<file path="src/rtl/mips_pkg.sv">
// mips_pkg: shared constants and types for the exception path.
//   - ExcCode values written into Cause
//   - exception handler entry address
//   - exception controller FSM state type
package mips_pkg;

    localparam int          DATA_W     = 32;
    localparam logic [31:0] EXC_VECTOR = 32'h8000_0180;
    localparam logic [4:0]  CAUSE_RI   = 5'd10;  // reserved/invalid instruction
    localparam logic [4:0]  CAUSE_OV   = 5'd12;  // arithmetic overflow

    typedef enum logic [1:0] {
        ST_IDLE     = 2'd0,
        ST_REDIRECT = 2'd1,
        ST_HANDLER  = 2'd2,
        ST_RETURN   = 2'd3
    } exc_state_e;

endpackage

</file>
<file path="src/rtl/cp0_regs.sv">
// cp0_regs: coprocessor-0 register slice used by the exception unit.
//   clk, rst      : clock, synchronous active-high reset
//   load_en       : capture epc_in/cause_in this cycle
//   epc_in        : faulting PC to capture
//   cause_in      : ExcCode to capture
//   fault_set     : set the sticky double-fault flag
//   epc_out       : captured EPC
//   cause_out     : captured ExcCode
//   double_fault  : sticky flag, cleared only by reset
module cp0_regs
    import mips_pkg::*;
#(
    parameter int DATA_W = mips_pkg::DATA_W
) (
    input  logic              clk,
    input  logic              rst,
    input  logic              load_en,
    input  logic [DATA_W-1:0] epc_in,
    input  logic [4:0]        cause_in,
    input  logic              fault_set,
    output logic [DATA_W-1:0] epc_out,
    output logic [4:0]        cause_out,
    output logic              double_fault
);

    logic [DATA_W-1:0] epc_d, epc_q;
    logic [4:0]        cause_d, cause_q;
    logic              df_d, df_q;

    // NOTE: every variable gets a hold value first so no path leaves it
    // unassigned; otherwise synthesis infers a latch.
    always_comb begin
        epc_d   = epc_q;
        cause_d = cause_q;
        df_d    = df_q | fault_set;
        if (load_en) begin
            epc_d   = epc_in;
            cause_d = cause_in;
        end
    end

    // NOTE: state updates use non-blocking assignments so every flop samples
    // the pre-edge value of its inputs, independent of statement order.
    always_ff @(posedge clk) begin
        if (rst) begin
            epc_q   <= '0;
            cause_q <= '0;
            df_q    <= 1'b0;
        end else begin
            epc_q   <= epc_d;
            cause_q <= cause_d;
            df_q    <= df_d;
        end
    end

    assign epc_out      = epc_q;
    assign cause_out    = cause_q;
    assign double_fault = df_q;

endmodule

</file>
<file path="src/rtl/exception_unit.sv">
// exception_unit: captures ID invalid-opcode / EX overflow exceptions,
// redirects fetch to the handler vector, masks exceptions until eret,
// then redirects fetch back to EPC.
//   clk, rst      : clock, synchronous active-high reset
//   id_invalid    : invalid opcode in ID      id_pc : PC of ID instruction
//   ex_overflow   : ALU overflow in EX        ex_pc : PC of EX instruction
//   eret          : return-from-exception decoded in ID
//   exc_pc_sel    : PC mux selects exc_pc     exc_pc: redirect target (0 when unused)
//   if_flush      : squash IF/ID              busy  : handler in progress
//   epc_out, cause_out, double_fault : CP0 register contents
module exception_unit
    import mips_pkg::*;
#(
    parameter int                DATA_W     = mips_pkg::DATA_W,
    parameter logic [DATA_W-1:0] EXC_VECTOR = mips_pkg::EXC_VECTOR,
    parameter logic [4:0]        CAUSE_RI   = mips_pkg::CAUSE_RI,
    parameter logic [4:0]        CAUSE_OV   = mips_pkg::CAUSE_OV
) (
    input  logic              clk,
    input  logic              rst,
    input  logic              id_invalid,
    input  logic              ex_overflow,
    input  logic [DATA_W-1:0] id_pc,
    input  logic [DATA_W-1:0] ex_pc,
    input  logic              eret,
    output logic              exc_pc_sel,
    output logic [DATA_W-1:0] exc_pc,
    output logic              if_flush,
    output logic              busy,
    output logic [DATA_W-1:0] epc_out,
    output logic [4:0]        cause_out,
    output logic              double_fault
);

    exc_state_e        state_d, state_q;
    logic              load_en;
    logic              fault_set;
    logic [DATA_W-1:0] epc_in;
    logic [4:0]        cause_in;

    // Next-state and CP0 write control.
    always_comb begin
        state_d   = state_q;
        load_en   = 1'b0;
        fault_set = 1'b0;
        epc_in    = ex_pc;
        cause_in  = CAUSE_OV;
        unique case (state_q)
            ST_IDLE: begin
                // Overflow belongs to the older instruction, so it wins.
                if (ex_overflow) begin
                    load_en = 1'b1;
                    state_d = ST_REDIRECT;
                end else if (id_invalid) begin
                    load_en  = 1'b1;
                    epc_in   = id_pc;
                    cause_in = CAUSE_RI;
                    state_d  = ST_REDIRECT;
                end
            end
            ST_REDIRECT: state_d = ST_HANDLER;
            ST_HANDLER: begin
                fault_set = id_invalid | ex_overflow;
                if (eret) state_d = ST_RETURN;
            end
            // Anything sampled here comes from flushed instructions.
            ST_RETURN: state_d = ST_IDLE;
            default:   state_d = ST_IDLE;
        endcase
    end

    always_ff @(posedge clk) begin
        if (rst) state_q <= ST_IDLE;
        else     state_q <= state_d;
    end

    // Moore outputs decoded from the registered state only.
    always_comb begin
        exc_pc_sel = 1'b0;
        exc_pc     = '0;
        if_flush   = 1'b0;
        busy       = 1'b0;
        unique case (state_q)
            ST_REDIRECT: begin
                exc_pc_sel = 1'b1;
                exc_pc     = EXC_VECTOR;
                if_flush   = 1'b1;
                busy       = 1'b1;
            end
            ST_HANDLER: busy = 1'b1;
            ST_RETURN: begin
                exc_pc_sel = 1'b1;
                exc_pc     = epc_out;
                if_flush   = 1'b1;
                busy       = 1'b1;
            end
            default: ;
        endcase
    end

    cp0_regs #(.DATA_W(DATA_W)) u_cp0_regs (
        .clk          (clk),
        .rst          (rst),
        .load_en      (load_en),
        .epc_in       (epc_in),
        .cause_in     (cause_in),
        .fault_set    (fault_set),
        .epc_out      (epc_out),
        .cause_out    (cause_out),
        .double_fault (double_fault)
    );

endmodule

</file>
<file path="config.mk">
export PLATFORM = sky130hd
export DESIGN_NAME = exception_unit
export DESIGN_NICKNAME = d
export VERILOG_FILES = /design/src/rtl/mips_pkg.sv /design/src/rtl/cp0_regs.sv /design/src/rtl/exception_unit.sv
export SDC_FILE = /design/constraint.sdc
export NUM_CORES = 1
export LEC_CHECK = 0
export ABC_AREA = 1
export ABC_CLOCK_PERIOD_IN_PS = 3700
export CORE_MARGIN = 2
export CORE_UTILIZATION = 40
export DETAILED_ROUTE_END_ITERATION = 10
export PLACE_DENSITY_LB_ADDON = 0.08
export SETUP_SLACK_MARGIN = 0.4
export SYNTH_ARGS = -nofsm -noshare
export SYNTH_HDL_FRONTEND = slang
export SYNTH_SLANG_ARGS = --single-unit
</file>
<file path="constraint.sdc">
create_clock -name clk -period 3.7 [get_ports clk]
set_input_delay 0.74 -clock clk [delete_from_list [all_inputs] [get_ports clk]]
set_output_delay 0.74 -clock clk [all_outputs]
set_load 0.01 [all_outputs]
</file>
==> flow_summary.toml <==
[run_status]
status = "complete, no violations"

[timing]
fmax_mhz = 331
hold_viol_final = 0
worstMarginPinSlew_ns = 0.827
maxSlewHeadroom = 0.449
timing.setup.tns_ns = 0
worst_slack_ns = 0.681
slew_viol_final = 0
rsz0062_at_grt = "false"
min_period_ns = 3.02
fin_skew_ns = 0.00621
setup_violations = 0
min_period_over_period = 0.816

[layout]
stdcell_count = 592
final_nets = 594
drive_gt1_frac = 0.0346
syn_to_final_growth_pct = 63.9
diodes = 0

[clocking]
path_clk_slew_ns = 0.07
cts-htree-levels = 2
clkSinkCount = 38
cts_hold_buf = 0
cts.path.max_buffers = 2
post_cts_buffers = 0
clk_latency_ns = 0.29
cts_tree = "built"
cts-root-buf = "clkbuf_8"
cts.repair.resized = 0
cts_buffers = 5

[synth]
yosys_warnings = 0
synth-seq-cells = 38
ys_seq_area_frac = 0.329
netlist.area_leader.share = 0.329
synthSimpleGateAreaFrac = 0.443
synth-compound-area-share = 0.0222
synth_cell_types = 19
syn_area_um2 = 2310
synth.area.mux_share = 0
synth_cells = 394
avgSynthCellArea_um2 = 5.87
synth_xor_area_frac = 0
synth_top_family_by_area = "simple AND/OR/NAND/NOR gates"
synth.area.top_cells = "dfxtp_1, nand2_1, nor2_1"
synth_area_leader_cell = "dfxtp_1"
synth-adder-area-share = 0.0270

[grt]
antenna_found_initial = 0
busiest_layer = "met2"
grt_pass1_vias = 2617
grt_use_met1 = 0.303
grt_pass1_wl_um = 12100
grt_max_degree = 39
use_met3 = 0.0652
globalRouteOverflowTotal = 0
track_usage = 0.239
use_met2 = 0.396

[placed_design]
placedCellCount = 585
pre_cts_ws_ns = 0.967
gp_congestion = 0.732
portBuffers = 139
hpwl_um = 5360

[worst_setup_path]
cp_max_fo = 17
endpoint_kind = "output pin"
critPathRequiredTime_ns = 2.96
critPathKind = "register to output pin"
reg2reg_slack_ns = 1.17
startpoint_type = "register"
arrival_ns = 2.28

[job]
max_cap_viol_count = 0

[power]
max-vdd-ir-drop_uv = 439
p_clk_frac = 0.128
power_w = 0.00213
swShare = 0.415
p_leak_nw = 1.99
pwr_density_cell_nw_per_um2 = 562
intPower_w = 0.00125
p_comb_frac = 0.566
seq_power_share = 0.306
p_sw_w = 0.000883

[floorplan]
core_area_um2 = 5540
io_pins = 142
die_h_um = 80.1
dieArea_um2 = 6410
die_w_um = 80.1
rows = 27
start_util = 0.418

[routing]
drtPass1Iterations = 4
drc = 0
dr.first_iter.drc_count = 123
num_vias = 2754
wl_per_cell_um = 12.4
wirelength_um = 7360
vias_per_cell = 4.65
antenna_left = 0

[min_path]
hold_path_class = "register to register"
==> worst paths after layout <==
kind | startpoint | end | depth (start not counted)
max | state_q[1] | exc_pc[8] | 5
min reg2reg | u_cp0_regs.cause_out[2] | u_cp0_regs.cause_out[2] | 2
max reg2reg | state_q[0] | u_cp0_regs.epc_out[31] | 8
min | u_cp0_regs.cause_out[2] | u_cp0_regs.cause_out[2] | 2
==> synthesized netlist by cell type (all sizes together) <==
master and n:
a21o 1, buf 17, nand4 32, nor2 79
conb 1, a21oi 6, nand3 24, ha 5
clkbuf 12, o21ai 2, dfxtp 38, nand2 106
inv 71
==> cell type report <==
type / count / area, um2
sequential: 38 / 761
clock buffer: 7 / 76.3
timing repair buffer: 147 / 1450
inverter: 71 / 267
tap: 72 / 90.1
fill: 544 / 1750
multi-input combinational: 257 / 1150
==> per-stage QoR <==
step	utilization	instance area, um2	hold WS [ns]
global route	0.684	3790	0.498
finish	0.684	3790	0.465
CTS	0.684	3790	0.467
global placement	0.671	3710	0.451
floorplan	-	2320	0.472
detailed placement	0.671	3710	0.456
==> registers in the layout, summed over array words and instances (netlist names) <==
register                 cells
state_q                      2
u_cp0_regs.cause_out         3
u_cp0_regs.double_fault      1
u_cp0_regs.epc_out          32
==> layout by cell type (no fill, tap or decap), types with 5 or more instances in the layout <==
cell type and count:
nor2_1 77, clkdlybuf4s50_1 139, inv_1 69, nand2_1 106, nand3_1 24, clkbuf_8 5, ha_1 5, buf_4 8
dfxtp_1 38, nand4_1 32, a21oi_1 6
==> power groups by stage <==
stage               registers, W  clock network [W]  logic, W
finish                  0.000650           0.000273   0.00121
global route            0.000668           0.000300   0.00134
CTS                     0.000650           0.000279   0.00121
detailed placement      0.000658                  0   0.00121
global placement        0.000653                  0   0.00118
floorplan               0.000697                  0  0.000630
==> critical path, stage by stage, from the launching register on <==
cell	delay, ns
dfxtp_1	0.39
ha_1	0.59
buf_4	0.34
nand2_1	0.08
nand2_1	0.06
clkdlybuf4s50_1	0.53
==> cells by family (layout without fill, tap and decap cells) <==
logic type / count (synthesis) / in the layout
AOI/OAI and AO/OA: 9 / 9
adders and majority gates: 5 / 5
buffers and inverters: 100 / 225
DFF: 38 / 38
other: 1 / 2
and+or+nand+nor: 241 / 241
==> metal layers <==
metal  vias up  wire (um)
li1       1431          -
met1      1211       3180
met2       104       3500
met3         8        581
met4         0         97
met5         -          0
Note: power is estimated with default switching activity, not from simulation.
